## config.mk

```make
export PLATFORM = sky130hd
export DESIGN_NAME = multicycle_alu_flat
export DESIGN_NICKNAME = d
export VERILOG_FILES = /design/src/rtl/multicycle_alu_if.sv /design/src/rtl/multicycle_alu.sv /design/src/flat_wrapper.sv
export SDC_FILE = /design/constraint.sdc
export NUM_CORES = 1
export LEC_CHECK = 0
export ABC_CLOCK_PERIOD_IN_PS = 5300
export BUFFER_PORTS_ARGS = -buffer_cell sky130_fd_sc_hd__buf_4
export CAP_MARGIN = 20
export CORE_ASPECT_RATIO = 0.6
export CORE_MARGIN = 2
export CORE_UTILIZATION = 29
export CTS_BUF_LIST = sky130_fd_sc_hd__clkbuf_8
export DETAILED_ROUTE_END_ITERATION = 8
export PLACE_DENSITY = 0.41
export SYNTH_ARGS = -nofsm -noshare
export SYNTH_HDL_FRONTEND = slang
export SYNTH_SLANG_ARGS = --single-unit
```

## constraint.sdc

```tcl
create_clock -name clk -period 5.3 [get_ports clk]
set_input_delay 0.53 -clock clk [delete_from_list [all_inputs] [get_ports clk]]
set_output_delay 0.53 -clock clk [all_outputs]
set_load 0.005 [all_outputs]
```

## src/rtl/multicycle_alu_if.sv

```systemverilog
// Handshake and data bundle for multicycle_alu.
//   master : issues requests (start, src1, src2, aluCtrl) and observes results
//   slave  : the ALU itself (busy, done, resultA, resultB, zeroFlag, divByZero)
interface multicycle_alu_if #(
  parameter int WIDTH = 32
);
  logic             start;
  logic [WIDTH-1:0] src1;
  logic [WIDTH-1:0] src2;
  logic [2:0]       aluCtrl;
  logic             busy;
  logic             done;
  logic [WIDTH-1:0] resultA;
  logic [WIDTH-1:0] resultB;
  logic             zeroFlag;
  logic             divByZero;

  modport master (
    output start, src1, src2, aluCtrl,
    input  busy, done, resultA, resultB, zeroFlag, divByZero
  );

  modport slave (
    input  start, src1, src2, aluCtrl,
    output busy, done, resultA, resultB, zeroFlag, divByZero
  );
endinterface

```

## src/rtl/multicycle_alu.sv

```systemverilog
// Multi-cycle ALU: single-cycle ADD/SUB/SHIFT/OR/AND/XOR, iterative unsigned
// shift-add MUL and restoring DIV (one bit per clock, WIDTH iterations).
// Ports:
//   clk  : rising-edge clock
//   rstN : asynchronous active-low reset; clears FSM and all outputs
//   bus  : multicycle_alu_if.slave
//          start/src1/src2/aluCtrl in; busy/done/resultA/resultB/
//          zeroFlag/divByZero out. Results change only in the done cycle.
// WIDTH must be a power of two and at least 4.
module multicycle_alu #(
  parameter int WIDTH = 32
) (
  input  logic               clk,
  input  logic               rstN,
  multicycle_alu_if.slave    bus
);

  localparam int SHW = $clog2(WIDTH);
  localparam logic [SHW-1:0] LAST_ITER = SHW'(WIDTH - 1);

  localparam logic [2:0] OP_ADD   = 3'b000;
  localparam logic [2:0] OP_SUB   = 3'b001;
  localparam logic [2:0] OP_MUL   = 3'b010;
  localparam logic [2:0] OP_DIV   = 3'b011;
  localparam logic [2:0] OP_SHIFT = 3'b100;
  localparam logic [2:0] OP_OR    = 3'b101;
  localparam logic [2:0] OP_AND   = 3'b110;
  localparam logic [2:0] OP_XOR   = 3'b111;

  typedef enum logic [1:0] {
    IDLE   = 2'b00,
    CALC   = 2'b01,
    FINISH = 2'b10
  } state_e;

  state_e           state_q, state_d;
  logic [SHW-1:0]   cnt_q;
  logic [WIDTH-1:0] op1_q, op2_q;
  logic [2:0]       ctrl_q;
  logic [WIDTH-1:0] hi_q, lo_q;

  logic             done_q;
  logic [WIDTH-1:0] res_a_q, res_b_q;
  logic             zero_q, dbz_q;

  logic [WIDTH-1:0] res_a_d, res_b_d;
  logic             dbz_d;
  logic             accept;

  // One shift-add step. {hi,lo} starts as {0, multiplier}; after WIDTH steps
  // it holds the full product. The adder keeps its carry so nothing is lost
  // when the running high half overflows.
  function automatic logic [2*WIDTH-1:0] mul_step(
    input logic [WIDTH-1:0] hi,
    input logic [WIDTH-1:0] lo,
    input logic [WIDTH-1:0] mcand
  );
    logic [WIDTH:0] sum;
    sum = {1'b0, hi} + (lo[0] ? {1'b0, mcand} : {(WIDTH+1){1'b0}});
    return {sum, lo[WIDTH-1:1]};
  endfunction

  // One restoring-division step. hi is the partial remainder, lo shifts the
  // dividend out of its MSB while quotient bits shift in at the LSB. The
  // shifted remainder needs WIDTH+1 bits; the trial difference's MSB is the
  // borrow that decides whether to restore.
  function automatic logic [2*WIDTH-1:0] div_step(
    input logic [WIDTH-1:0] rem,
    input logic [WIDTH-1:0] quo,
    input logic [WIDTH-1:0] dvsr
  );
    logic [WIDTH:0] shifted;
    logic [WIDTH:0] trial;
    shifted = {rem, quo[WIDTH-1]};
    trial   = shifted - {1'b0, dvsr};
    if (!trial[WIDTH]) begin
      return {trial[WIDTH-1:0], quo[WIDTH-2:0], 1'b1};
    end
    return {shifted[WIDTH-1:0], quo[WIDTH-2:0], 1'b0};
  endfunction

  // A request in FINISH is not taken: the FSM returns to IDLE first and the
  // next request is taken in the done cycle.
  assign accept = bus.start && (state_q == IDLE);

  always_ff @(posedge clk or negedge rstN) begin
    if (!rstN) begin
      state_q <= IDLE;
    end else begin
      state_q <= state_d;
    end
  end

  always_comb begin
    state_d = state_q;
    case (state_q)
      IDLE: begin
        if (bus.start) begin
          if ((bus.aluCtrl == OP_MUL) ||
              ((bus.aluCtrl == OP_DIV) && (bus.src2 != '0))) begin
            state_d = CALC;
          end else begin
            state_d = FINISH;
          end
        end
      end
      CALC: begin
        if (cnt_q == LAST_ITER) begin
          state_d = FINISH;
        end
      end
      FINISH: state_d = IDLE;
      default: state_d = IDLE;
    endcase
  end

  always_ff @(posedge clk or negedge rstN) begin
    if (!rstN) begin
      cnt_q <= '0;
    end else if (accept) begin
      cnt_q <= '0;
    end else if (state_q == CALC) begin
      cnt_q <= cnt_q + 1'b1;
    end
  end

  // Operand capture and iteration registers; every accept reloads them, so
  // an aborted operation leaves nothing that a later one could observe.
  always_ff @(posedge clk) begin
    if (accept) begin
      op1_q  <= bus.src1;
      op2_q  <= bus.src2;
      ctrl_q <= bus.aluCtrl;
      hi_q   <= '0;
      lo_q   <= (bus.aluCtrl == OP_MUL) ? bus.src2 : bus.src1;
    end else if (state_q == CALC) begin
      if (ctrl_q == OP_MUL) begin
        {hi_q, lo_q} <= mul_step(hi_q, lo_q, op1_q);
      end else begin
        {hi_q, lo_q} <= div_step(hi_q, lo_q, op2_q);
      end
    end
  end

  // Final result selection, consumed only while in FINISH.
  always_comb begin
    res_a_d = '0;
    res_b_d = '0;
    dbz_d   = 1'b0;
    case (ctrl_q)
      OP_ADD: res_a_d = op1_q + op2_q;
      OP_SUB: res_a_d = op1_q - op2_q;
      OP_MUL: begin
        res_a_d = hi_q;
        res_b_d = lo_q;
      end
      OP_DIV: begin
        if (op2_q == '0) begin
          res_a_d = '1;
          res_b_d = op1_q;
          dbz_d   = 1'b1;
        end else begin
          res_a_d = lo_q;
          res_b_d = hi_q;
        end
      end
      OP_SHIFT: begin
        // WIDTH is a power of two, so any set bit above the low SHW bits
        // means the shift amount is at least WIDTH.
        if (|op1_q[WIDTH-1:SHW]) begin
          res_a_d = '0;
        end else begin
          res_a_d = op2_q << op1_q[SHW-1:0];
        end
      end
      OP_OR:  res_a_d = op1_q | op2_q;
      OP_AND: res_a_d = op1_q & op2_q;
      OP_XOR: res_a_d = op1_q ^ op2_q;
      default: res_a_d = '0;
    endcase
  end

  // Output registers: loaded on the edge leaving FINISH, held otherwise.
  always_ff @(posedge clk or negedge rstN) begin
    if (!rstN) begin
      done_q  <= 1'b0;
      res_a_q <= '0;
      res_b_q <= '0;
      zero_q  <= 1'b0;
      dbz_q   <= 1'b0;
    end else begin
      done_q <= (state_q == FINISH);
      if (state_q == FINISH) begin
        res_a_q <= res_a_d;
        res_b_q <= res_b_d;
        zero_q  <= (res_a_d == '0);
        dbz_q   <= dbz_d;
      end
    end
  end

  assign bus.busy      = (state_q == CALC);
  assign bus.done      = done_q;
  assign bus.resultA   = res_a_q;
  assign bus.resultB   = res_b_q;
  assign bus.zeroFlag  = zero_q;
  assign bus.divByZero = dbz_q;

endmodule

```

## src/flat_wrapper.sv

```systemverilog
// flat-port wrapper written by rule: the top's interface ports become plain ports
module multicycle_alu_flat 
#(
  parameter int WIDTH = 32
)
  (clk, rstN, bus_start, bus_src1, bus_src2, bus_aluCtrl, bus_busy, bus_done, bus_resultA, bus_resultB, bus_zeroFlag, bus_divByZero);
  multicycle_alu_if #(.WIDTH(WIDTH)) bus_i ();
  input  logic clk;
  input  logic rstN;
  input wire logic [$bits(bus_i.start)-1:0] bus_start;
  input wire logic [$bits(bus_i.src1)-1:0] bus_src1;
  input wire logic [$bits(bus_i.src2)-1:0] bus_src2;
  input wire logic [$bits(bus_i.aluCtrl)-1:0] bus_aluCtrl;
  output wire logic [$bits(bus_i.busy)-1:0] bus_busy;
  output wire logic [$bits(bus_i.done)-1:0] bus_done;
  output wire logic [$bits(bus_i.resultA)-1:0] bus_resultA;
  output wire logic [$bits(bus_i.resultB)-1:0] bus_resultB;
  output wire logic [$bits(bus_i.zeroFlag)-1:0] bus_zeroFlag;
  output wire logic [$bits(bus_i.divByZero)-1:0] bus_divByZero;
  assign bus_i.start = bus_start;
  assign bus_i.src1 = bus_src1;
  assign bus_i.src2 = bus_src2;
  assign bus_i.aluCtrl = bus_aluCtrl;
  assign bus_busy = bus_i.busy;
  assign bus_done = bus_i.done;
  assign bus_resultA = bus_i.resultA;
  assign bus_resultB = bus_i.resultB;
  assign bus_zeroFlag = bus_i.zeroFlag;
  assign bus_divByZero = bus_i.divByZero;
  multicycle_alu #(.WIDTH(WIDTH)) u_core (.clk(clk), .rstN(rstN), .bus(bus_i));
endmodule
```

==> flow_summary.ini <==
[synthesis]
ys_seq_area_share_pct = 28.4
synth-xor-area-share_pct = 4.42
synth_adder_area_share_pct = 10.8
synth_area_um2 = 19200
ys_seq_elements = 205
synth_compound_area_share_pct = 23.0
synth_edf_count = 99
yosys.area_share.simple_pct = 18.2
yosysUniqueCellTypes = 92
syn_area_per_cell_um2 = 8.49
async_flop_share_pct = 36.1
synth.area.mux_share_pct = 10.2
synth_top_family_by_area = compound AO/OA/AOI/OAI gates
yosys_warnings = 0
synthCells = 2265
synth_nets = 2500
synth_ff_type = edfxtp_1

[grt]
antenna_found_initial = 6
grt_first_pass_wirelength_um = 141000
grt_pass1_vias = 18600
grt_max_degree = 66
gr-total-overflow = 0
grt_util_all_layers_pct = 28.9

[route]
drt_iter0_markers = 2654
antenna_left = 0
drc = 0
num_vias = 19800
vias_per_cell = 5.90
post_drt_wl_per_cell_um = 29.8
wl_um = 100000
first_pass_iters = 5

[critical_path]
r2r-start = u_core.op2_q[10]
rrSetupSlack_ns = 0.37
worst-path-buf-inv = 0
critPathMaxFanout = 8
cpMaxStageDelayCell = nor4_2
end_kind = register
cp_cell_sequence = nor4_2 > nand2_1 > nor2_1 > a41oi_1 > xnor2_1 > ha_1 > a21o_1 > a21o_1 > a21oi_1 > o311ai_0 > o21ai_1 > nand2_1 > a21oi_1 > mux2i_1 > nor3_1 > and2_1 > a32o_1
crit_type = register to register
critPathMaxStageDelay_ns = 0.72
arrival_ns = 5.45
timing.rr.end = u_core.bus.zeroFlag
critPathTopFamily = compound AO/OA/AOI/OAI gates
start_kind = register
reg2regPathDepth = 17
critical_path_required_ns = 5.82

[worst_hold_path]
hold_class = input port to register
min_path_cells = 1
worstHoldStart = bus_src1[26]
hold-path-endpoint = u_core.op1_q[26]

[floorplan]
chipHeight_um = 204
start_util_pct = 29.2
fp.dieW_um = 337
num_rows = 73
io_pins = 138
core-area_um2 = 65900
dieArea_um2 = 68500

[finish]
final_common_cell = nand2_1
fillers = 6989
drive_gt1_share_pct = 16.4
layout_common_cells = nand2_1 (325), buf_4 (247), o21ai_0 (170)
syn_to_final_growth_pct = 16.9
final_net_count = 2655

[sta]
hold_ws_ns = 0.0635
fin_skew_ns = 0.0312
tns_ns = 0
post-route-period-util_pct = 93.0
setup_viol = 0
final_max_slew_viol_count = 0
clock.fmax_ghz = 0.203
period_minus_slack_ns = 4.93
finalHoldViolations = 0
worst_slew_pin_slew_ns = 1.09
maxSlewHeadroom_pct = 26.9
rsz0062_at_grt = no

[clock_network]
htreeDepth = 2
tritoncts = done
insertion_delay_ns = 0.66
cts_sinks = 205
postCtsSetupBuffers = 0
clkTransAtPathRegs_ns = 0.07
cts_root_buf = clkbuf_8
clockBufferDepth = 3
cts_buffers = 39

[power_and_ir_drop]
p_leak_nw = 9.55
ir_drop_mv = 0.206
p_total_mw = 12.6
powerDensity_nw_per_um2 = 561

[placed_design]
dp_hpwl_um = 78400
portBuffers = 137
place_congestion = 1.01

[job]
cap_violations = 0

[status]
outcome = completed
==> state kept, by name (all words and copies together) (netlist names) <==
signal	cells
u_core.bus.resultA	32
u_core.bus.resultB	32
u_core.hi_q	32
u_core.lo_q	32
u_core.op1_q	32
u_core.op2_q	32
u_core.cnt_q	5
u_core.ctrl_q	3
u_core.state_q	2
u_core.bus.divByZero	1
u_core.bus.done	1
u_core.bus.zeroFlag	1
==> stage by stage <==
step | cell area (µm²) | utilization, % | cells | setup slack, ns
2_1_floorplan | 19200 | - | 2265 | 0.654
3_3_place_gp | 21700 | 32.8 | 3274 | 0.0596
3_5_place_dp | 21700 | 32.9 | 3277 | 0.0467
4_1_cts | 22500 | 34.1 | 3350 | 0.0353
5_1_grt | 22500 | 34.1 | 3351 | 0.0484
6_report | 22500 | 34.1 | 3352 | 0.371
==> Yosys cell counts, drive strengths merged (9+ instances only) <==
library cell | instances | share of area, %
o31ai | 22 | 0.91
a21o | 39 | 1.5
or2 | 12 | 0.39
dfxtp | 32 | 3.3
xor2 | 27 | 1.2
mux4 | 40 | 4.7
nor3 | 35 | 0.94
or3 | 9 | 0.29
and2 | 39 | 1.3
o22ai | 14 | 0.46
nand2 | 326 | 6.4
inv | 89 | 1.7
o21a | 21 | 0.82
a21oi | 159 | 4.1
dfrtp | 74 | 9.6
mux2 | 16 | 0.96
xnor2 | 70 | 3.2
a31oi | 48 | 1.6
nand2b | 21 | 0.68
a22oi | 22 | 0.86
and3 | 43 | 1.4
a211oi | 27 | 1.1
nand3 | 42 | 1.1
nor4 | 21 | 0.83
mux2i | 86 | 4.5
ha | 162 | 11
nor2 | 137 | 2.7
clkbuf | 93 | 1.8
edfxtp | 99 | 15
buf | 46 | 1.3
nand4 | 19 | 0.65
o21ai | 185 | 4.8
a221oi | 20 | 0.91
o211ai | 17 | 0.66
==> worst max-delay path by stage <==
stage,startpoint,to,slack (ns),cells after the start
floorplan,u_core.ctrl_q[1],u_core.bus.zeroFlag,0.65,21
global placement,u_core.op1_q[11],u_core.bus.zeroFlag,0.06,10
detailed placement,u_core.op1_q[30],u_core.bus.zeroFlag,0.05,10
CTS,u_core.op1_q[30],u_core.bus.zeroFlag,0.04,10
global route,u_core.op2_q[8],u_core.bus.zeroFlag,0.05,17
finish,u_core.op2_q[10],u_core.bus.zeroFlag,0.37,17
==> where the power goes <==
| part | leakage [nW] | internal [mW] | switching (mW) |
|---|---|---|---|
| Combinational | 6.93 | 2.95 | 4.72 |
| Clock | 0.446 | 0.831 | 0.831 |
| Sequential | 2.17 | 2.36 | 0.901 |
==> routing by layer <==
metal  vias up  global-route usage, %  wire (µm)
li1       8725                      -          -
met1      9860                   48.0      51000
met2      1085                   34.7      34900
met3        92                   8.32      12100
met4         0                   5.95       1990
met5         -                      0          0
==> what timing repair did <==
action	in CTS	in global routing
hold buffers	1	0
resized for setup	0	1
endpoints found under the hold margin	35	0
setup endpoints to repair	0	1
==> kinds of logic after synthesis <==
group	count (synthesis)
DFF	205
adders and majority gates	165
muxes	142
AOI/OAI and AO/OA	682
buffers and inverters	230
xor gates and xnor gates	97
and+or+nand+nor	744
==> final cells by class <==
cell class | count | area (µm²) | share of cell area (%)
multi-input cells | 1830 | 12900 | 57.2
flip-flops and latches | 205 | 5470 | 24.3
repair buffers | 253 | 1900 | 8.47
well taps | 900 | 1130 | 5.01
clock buffers | 45 | 619 | 2.76
inverters | 91 | 343 | 1.53
clock inverters | 27 | 158 | 0.701
diodes | 1 | 2.50 | 0.0111
Note: power is estimated with default switching activity, not from simulation.
